==> src/rtl/mux_extension_pkg.sv <==
// -----------------------------------------------------------------------------
// mux_extension_pkg
// Shared definitions for the ALU second-operand select stage.
//   DATA_W    : default datapath width
//   SEL_RS1   : ALUSrc encoding selecting the register operand
//   SEL_EXT   : ALUSrc encoding selecting the sign-extended immediate
//   operand_t : one datapath operand
// -----------------------------------------------------------------------------
package mux_extension_pkg;

    localparam int unsigned DATA_W = 32;

    localparam logic SEL_RS1 = 1'b0;
    localparam logic SEL_EXT = 1'b1;

    typedef logic [DATA_W-1:0] operand_t;

endpackage : mux_extension_pkg

==> src/rtl/mux2_w.sv <==
// -----------------------------------------------------------------------------
// mux2_w
// Parameterised combinational 2:1 multiplexer.
//   WIDTH : data width
//   a     : in,  WIDTH - selected when sel == SEL_RS1
//   b     : in,  WIDTH - selected when sel == SEL_EXT
//   sel   : in,  1     - select
//   y     : out, WIDTH - selected data, all bits unmodified
// -----------------------------------------------------------------------------
module mux2_w
    import mux_extension_pkg::*;
#(
    parameter int unsigned WIDTH = DATA_W
) (
    input  logic [WIDTH-1:0] a,
    input  logic [WIDTH-1:0] b,
    input  logic             sel,
    output logic [WIDTH-1:0] y
);

    // An unknown select resolves to the a input, matching hardware that
    // decodes only the SEL_EXT pattern.
    always_comb begin
        y = a;
        if (sel == SEL_EXT) begin
            y = b;
        end
    end

endmodule : mux2_w

==> src/rtl/mux_extension_stage.sv <==
// -----------------------------------------------------------------------------
// mux_extension_stage
// ALU second-operand select: picks the sign-extended immediate or the register
// operand and presents it to the ALU through one pipeline register with
// valid/stall control.
//
// Build option: define MUX_EXTENSION_COMB_EN to remove the register stage;
// outputs then follow the inputs combinationally and clk/rst/stall are unused.
//
// Ports:
//   clk             : in,  1     - rising-edge clock
//   rst             : in,  1     - asynchronous, active-high reset
//   stall           : in,  1     - hold all pipeline registers
//   in_valid        : in,  1     - inputs carry a live operand
//   extension_signo : in,  WIDTH - sign-extended immediate
//   RS1             : in,  WIDTH - register operand
//   ALUSrc          : in,  1     - 1 selects extension_signo, 0 selects RS1
//   out_mux_exte    : out, WIDTH - selected operand
//   out_valid       : out, 1     - out_mux_exte is live
//   out_sel         : out, 1     - ALUSrc value that produced out_mux_exte
// -----------------------------------------------------------------------------
module mux_extension_stage
    import mux_extension_pkg::*;
#(
    parameter int unsigned WIDTH = DATA_W
) (
    input  logic             clk,
    input  logic             rst,
    input  logic             stall,
    input  logic             in_valid,
    input  logic [WIDTH-1:0] extension_signo,
    input  logic [WIDTH-1:0] RS1,
    input  logic             ALUSrc,
    output logic [WIDTH-1:0] out_mux_exte,
    output logic             out_valid,
    output logic             out_sel
);

    logic [WIDTH-1:0] mux;
    logic             sel_norm;

    mux2_w #(
        .WIDTH(WIDTH)
    ) u_mux (
        .a  (RS1),
        .b  (extension_signo),
        .sel(ALUSrc),
        .y  (mux)
    );

    // Unknown ALUSrc is recorded as SEL_RS1 so out_sel agrees with the data.
    always_comb begin
        sel_norm = SEL_RS1;
        if (ALUSrc == SEL_EXT) begin
            sel_norm = SEL_EXT;
        end
    end

    always_comb begin
        if (in_valid) begin
            assert (!$isunknown(ALUSrc))
                else $error("ALUSrc unknown while in_valid is high");
        end
    end

`ifdef MUX_EXTENSION_COMB_EN

    assign out_mux_exte = mux;
    assign out_valid    = in_valid;
    assign out_sel      = sel_norm;

`else

    logic [WIDTH-1:0] data_q, data_d;
    logic             valid_q, valid_d;
    logic             sel_q, sel_d;

    // Data and select only load on a live operand so bubbles leave them
    // untouched; valid drops on a bubble.
    always_comb begin
        data_d  = data_q;
        valid_d = valid_q;
        sel_d   = sel_q;
        if (!stall) begin
            valid_d = in_valid;
            if (in_valid) begin
                data_d = mux;
                sel_d  = sel_norm;
            end
        end
    end

    always_ff @(posedge clk or posedge rst) begin
        if (rst) begin
            data_q  <= '0;
            valid_q <= 1'b0;
            sel_q   <= SEL_RS1;
        end else begin
            data_q  <= data_d;
            valid_q <= valid_d;
            sel_q   <= sel_d;
        end
    end

    assign out_mux_exte = data_q;
    assign out_valid    = valid_q;
    assign out_sel      = sel_q;

`endif

endmodule : mux_extension_stage

==> config.mk <==
export PLATFORM = sky130hd
export DESIGN_NAME = mux_extension_stage
export DESIGN_NICKNAME = d
export VERILOG_FILES = /design/src/rtl/mux_extension_pkg.sv /design/src/rtl/mux2_w.sv /design/src/rtl/mux_extension_stage.sv
export SDC_FILE = /design/constraint.sdc
export NUM_CORES = 1
export LEC_CHECK = 0
export CORE_UTILIZATION = 50
export CTS_CLUSTER_SIZE = 28
export DETAILED_ROUTE_END_ITERATION = 6
export DONT_BUFFER_PORTS = 1
export PLACE_DENSITY_LB_ADDON = 0.08
export SLEW_MARGIN = 10
export SYNTH_ARGS = -nofsm -noshare
export SYNTH_HDL_FRONTEND = slang
export SYNTH_SLANG_ARGS = --single-unit
==> constraint.sdc <==
create_clock -name clk -period 1.1 [get_ports clk]
set_input_delay 0.33 -clock clk [delete_from_list [all_inputs] [get_ports clk]]
set_output_delay 0.33 -clock clk [all_outputs]
set_load 0.05 [all_outputs]
==> out/qor.txt, run 1 <==
outcome -> complete, but fails checks
failing checks -> negative setup slack
# DRC -> 0
Reg-to-Reg End -> out_mux_exte[29]
final WL -> 3784 um
Critical Path End -> out_mux_exte[29]
largest net degree at the start of global routing -> 35
Avg WL per Cell -> 17.68 um
fin nets -> 234
Die Footprint -> 4085 um2
placed wire-length estimate -> 2595 um
RR Startpoint -> out_mux_exte[29]
cells after synthesis -> 110
max-slew violations -> 0
Final Hold Viols -> 0
Crit Path Max Fanout -> 2
Initial Util -> 52.36%
Setup WS post-layout -> -0.09352 ns
Cells after DPL -> 186
worst vdd ir -> 1257 uV
number of max-cap violations -> 0
1st-iter DRT viols -> 23
grt total ovfl -> 0
Largest delay share family, worst path -> flip-flops
Layout Utilization -> 77.89%
normalized max-slew margin -> 82.45%
crit-path max cell delay -> 0.42 ns
area grow syn2layout -> 48.76%
Leak -> 1.380 nW
input/output buffers -> 0
critical path type -> flop to output port
Core ar. -> 3661 um2
Syn Std Cell Area -> 1917 um2
measured slew at the worst slew-check pin -> 0.2632 ns
layout cells sized above 1 -> 77.71%
GP Congestion -> 0.6814
row cnt -> 22
I/O pin count -> 103
post-route insts no fill -> 214
Mapped Avg Cell Area -> 17.43 um2
CTS tree -> yes
Clock Path Buffers -> 2
DR vias -> 1107
WP buf/inv -> 1
Avg Vias per Cell -> 5.173
WP data arrival -> 0.86 ns
Num CTS Buffers -> 5
Fillers -> 190
clk sink count -> 34
Startpoint Class -> flop
H-tree lvl count -> 2
Crit path depth -> 1
Root Buffer -> clkbuf_8
DR pass1 iterations -> 4
final period utilization -> 108.5%
Synth cell types -> 10
internal reg-to-reg setup slack -> 0.03 ns
final setup fails -> 34
CP required -> 0.77 ns
critical-path cell list -> buf_12
DRT antenna net count -> 0
synth warn -> 0
reg2reg path depth -> 3
Ant. Diodes -> 0
CP max-delay cell -> dfrtp_1
Tot GR Track Use -> 18.22%
Yosys reg bits -> 34
Worst-path clk slew -> 0.07 ns
chip width -> 63.92 um
Skew-Pair Late Insertion Delay -> 0.28 ns
initial antenna violation count -> 0
RSZ-0062 raised after global routing -> yes
syn nets -> 179
P per Cell Area -> 1770 nW/um2
crit path from -> out_mux_exte[29]
hold crit path type -> primary input to flop
vias in the first global route -> 1119
Critical Path Sink Type -> output port
Clock Skew -> 0 ns
part of the Yosys area used for sequential elements -> 44.39%
fmax -> 0.8379 GHz
die height -> 63.92 um
global-route wire length before repair -> 5644 um
Tmin final -> 1.194 ns
-- worst min path at each step --
stage,start,end,slack (ns),depth (start not counted)
global placement,rst,out_mux_exte[1],0.28,2
detailed placement,rst,out_mux_exte[3],0.29,2
floorplan,stall,out_valid,0.45,1
finish,stall,out_valid,0.17,1
global route,stall,out_valid,0.16,1
CTS,stall,out_valid,0.16,1
-- through the flow --
stage | instance area (um2) | total power, mW | setup TNS (ns) | hold WS, ns | worst slack (ns)
2_1_floorplan | 1939 | 2.924 | -4.241 | 0.4466 | -0.1410
5_1_grt | 2851 | 5.222 | -3.530 | 0.1557 | -0.1172
3_5_place_dp | 2606 | 3.961 | -1.875 | 0.2856 | -0.1044
6_report | 2851 | 5.048 | -2.604 | 0.1690 | -0.09352
4_1_cts | 2799 | 5.016 | -2.851 | 0.1638 | -0.09866
3_3_place_gp | 2606 | 3.925 | -1.270 | 0.2816 | -0.07897
-- report_power, final --
part	switching (mW)	leakage (nW)	internal, mW
logic	1.04	0.934	1.36
clock network	0.432	0.0482	0.505
registers	0.244	0.398	1.46
-- Yosys cell counts, drive strengths merged --
| cell | instances | area, um2 |
|---|---|---|
| nor2b | 1 | 6.260 |
| buf | 8 | 98.84 |
| inv | 1 | 3.750 |
| dfrtp | 34 | 850.8 |
| mux2 | 65 | 949.7 |
| a21o | 1 | 7.510 |
-- flip-flops by register name, summed over array words and instances (netlist names) --
signal        flops
out_mux_exte     32
out_sel           1
out_valid         1
-- cell usage in the layout, fill, tap and decap left out, types with 6 or more instances in the layout --
| cell type | count |
|---|---|
| buf_12 | 36 |
| buf_4 | 19 |
| mux2_2 | 7 |
| clkbuf_8 | 6 |
| mux2_4 | 58 |
| dfrtp_1 | 33 |
-- logic make-up after synthesis --
logic type	share of synthesized area, %
mux	49.54
simple gates	0.3266
flops	44.39
compound gates	0.3918
buf+inv	5.352
-- area by class of cell --
class / instances / area (um2) / area share [%]
Clock inverter: 1 / 5.005 / 0.1755
Sequential cell: 34 / 852.1 / 29.88
Timing Repair Buffer: 56 / 873.3 / 30.63
Clock buffer: 7 / 86.33 / 3.028
Inverter: 1 / 3.754 / 0.1316
Multi-Input combinational cell: 67 / 970.9 / 34.05
Tap cell: 48 / 60.06 / 2.106
-- routing by layer --
| metal | GRT usage [%] | routed length, um | up-vias |
|---|---|---|---|
| li1 | - | - | 501 |
| met1 | 23.21 | 1538 | 551 |
| met2 | 30.85 | 1973 | 55 |
| met3 | 5.714 | 271 | 0 |
| met4 | 2.557 | 0 | 0 |
| met5 | 0 | 0 | - |
-- repair_timing --
item | 4_1_cts | 5_1_grt
setup endpoints to repair | 34 | 34
resized for setup | 1 | 0
hold buffers | 1 | 0
setup buffers | 12 | 7
hold endpoints to repair | 34 | 0
Power figures use the tool's default switching activity.
==> run 2, diff against run 1 <==
Settings changed: CORE_MARGIN set to 2, CORE_UTILIZATION 50 to 56.
==> run 2 against run 1 <==
Effect of this change:
- the flow still finishes with violations (negative setup slack)
- non-clock buffer count is 1 higher
- wire length increased by 20%
- utilization up 7.4 points
- fmax shrank 5.7%
- register-to-register slack worse by 0.02 ns
- via count rose by 2.3%
- critical path type unchanged
- critical endpoint is now out_mux_exte[27]
- largest cell class unchanged
==> out/qor.txt, run 2 (synthesis gave the netlist of run 1 again) <==
normalized max-slew margin -> 80.53% (-1.9 points)
global-route wire length before repair -> 6582 um (+17%)
Tot GR Track Use -> 22.14% (+3.9 points)
max reg flops -> 32 (unchanged)
Ant. Diodes -> 0 (unchanged)
CP required -> 0.77 ns (about the same)
area grow syn2layout -> 47.39%
Startpoint Class -> flop
placed wire-length estimate -> 2848 um (+9.8%)
Setup WS post-layout -> -0.1655 ns (-0.07194 ns)
Skew-Pair Late Insertion Delay -> 0.32 ns (+0.04 ns)
final period utilization -> 115.0% (+6.5 points)
DR vias -> 1132 (+2.3%)
GP Congestion -> 0.6407 (-6.0%)
measured slew at the worst slew-check pin -> 0.2921 ns (+0.02881 ns)
WP data arrival -> 0.94 ns (+0.08 ns)
Largest delay share family, worst path -> flip-flops
Crit Path Max Fanout -> 2 (unchanged)
Root Buffer -> clkbuf_4
Avg WL per Cell -> 21.26 um (+20%)
Pwr Total -> 4.883 mW (-3.3%)
outcome -> complete, but fails checks
final WL -> 4529 um (+20%)
Clock Skew -> 0 ns (unchanged)
grt total ovfl -> 0 (unchanged)
grt met1 use -> 25.50% (+2.3 points)
Num CTS Buffers -> 5 (unchanged)
Fillers -> 154 (-19%)
worst vdd ir -> 1135 uV (-9.7%)
layout cells sized above 1 -> 77.84% (+0.13 points)
Worst-path clk slew -> 0.10 ns (+0.03 ns)
Critical Path Sink Type -> output port
failing checks -> negative setup slack
met3 Use GR -> 8.468% (+2.8 points)
Avg Vias per Cell -> 5.315 (+2.7%)
input/output buffers -> 0 (unchanged)
DRT antenna net count -> 0 (unchanged)
RSZ-0062 raised after global routing -> yes
Clock Path Buffers -> 2 (unchanged)
commonest non-fill, non-tap cell in the layout -> mux2_4
I/O pin count -> 103 (unchanged)
CTS tree -> yes
Die Footprint -> 3907 um2 (-4.4%)
initial antenna violation count -> 0 (unchanged)
crit-path max cell delay -> 0.44 ns (+0.02 ns)
GRT Max-Usage Layer -> met2
DP Area -> 2604 um2 (about the same)
Final Hold Viols -> 0 (unchanged)
Core ar. -> 3311 um2 (-9.6%)
P per Cell Area -> 1728 nW/um2 (-2.4%)
row cnt -> 21 (-4.5%)
clk sink count -> 34 (unchanged)
die height -> 62.51 um (-2.2%)
largest net degree at the start of global routing -> 35 (unchanged)
number of max-cap violations -> 0 (unchanged)
most frequent cells in the layout -> mux2_4, buf_12, dfrtp_1
fin nets -> 235 (+0.43%)
# DRC -> 0 (unchanged)
CP max-delay cell -> dfrtp_1
chip width -> 62.51 um (-2.2%)
hold crit path type -> primary input to flop
H-tree lvl count -> 2 (unchanged)
vias in the first global route -> 1228 (+9.7%)
met2 track demand over resource -> 38.04% (+7.2 points)
Initial Util -> 57.90% (+5.5 points)
critical-path cell list -> buf_12
WP buf/inv -> 1 (unchanged)
Tmin final -> 1.265 ns (+0.07194 ns)
fmax -> 0.7902 GHz (-5.7%)
DR pass1 iterations -> 4 (unchanged)
Leak -> 1.372 nW (-0.59%)
fin area -> 2825 um2 (-0.92%)
1st-iter DRT viols -> 26 (+13%)
final setup fails -> 34 (unchanged)
critical path type -> flop to output port
max-slew violations -> 0 (unchanged)
run 2: changes by cell type in the layout (fill, tap and decap cells not counted), sizes merged:
cell and delta:
buf +1
run 2: layout make-up:
| cell class | instances | area [um2] | area share, % |
|---|---|---|---|
| clock inverter | 1 | 5.005 | 0.1771 |
| sequential | 34 | 852.1 | 30.16 |
| timing repair buffer | 57 | 880.8 | 31.18 |
| clock buffer | 7 | 55.05 | 1.949 |
| tap | 46 | 57.56 | 2.037 |
| inverter | 1 | 3.754 | 0.1329 |
| multi-input combinational | 67 | 970.9 | 34.37 |
run 2: stage by stage:
step / cells / utilization (%) / setup TNS [ns] / setup slack [ns] / hold slack, ns
after floorplan: 110 / - / -4.241 / -0.1410 / 0.4466
after global placement: 184 / 78.65 / -1.270 / -0.05347 / 0.2819
after detailed placement: 184 / 78.65 / -1.662 / -0.07219 / 0.2810
after CTS: 201 / 82.62 / -5.193 / -0.1697 / 0.1175
after global routing: 213 / 85.34 / -6.740 / -0.2233 / 0.07833
final: 213 / 85.34 / -4.908 / -0.1655 / 0.1208
run 2: per-layer routing:
layer	share of wire, %	wire length [um]
met3	6.0	271
met2	55	2499
met5	0	0
met4	0.93	42
met1	38	1716
run 2: repair_timing:
item	in CTS	in global routing
hold buffers	1	0
buffers inserted	8	12
pin swaps	0	0
hold endpoints to repair	34	0
setup endpoints to repair	34	34
resized for setup	1	0
run 2: path summary, 6_finish.rpt:
| path | start | end | slack [ns] | cells after the start |
|---|---|---|---|---|
| min in group asynchronous | rst | out_mux_exte[19] | 0.48 | 3 |
| hold / removal | stall | out_valid | 0.12 | 1 |
| hold reg to reg | out_mux_exte[7] | out_mux_exte[7] | 0.59 | 1 |
| setup reg to reg | out_mux_exte[20] | out_mux_exte[20] | 0.01 | 3 |
| max in group asynchronous | rst | out_valid | 0.43 | 3 |
| setup / recovery | out_mux_exte[27] | out_mux_exte[27] | -0.17 | 1 |
run 2: power breakdown:
part / total (mW) / switching [mW] / internal (mW) / leakage [nW]
clock network: 0.720 / 0.410 / 0.310 / 0.0353
registers: 1.72 / 0.263 / 1.46 / 0.398
logic: 2.44 / 1.07 / 1.37 / 0.939
run 2: worst register-to-register path, delay by kind of cell, from the launching register on:
kind                   cells  cell delay, ns
multiplexers               1            0.27
buffers and inverters      2            0.28
flip-flops                 1            0.44
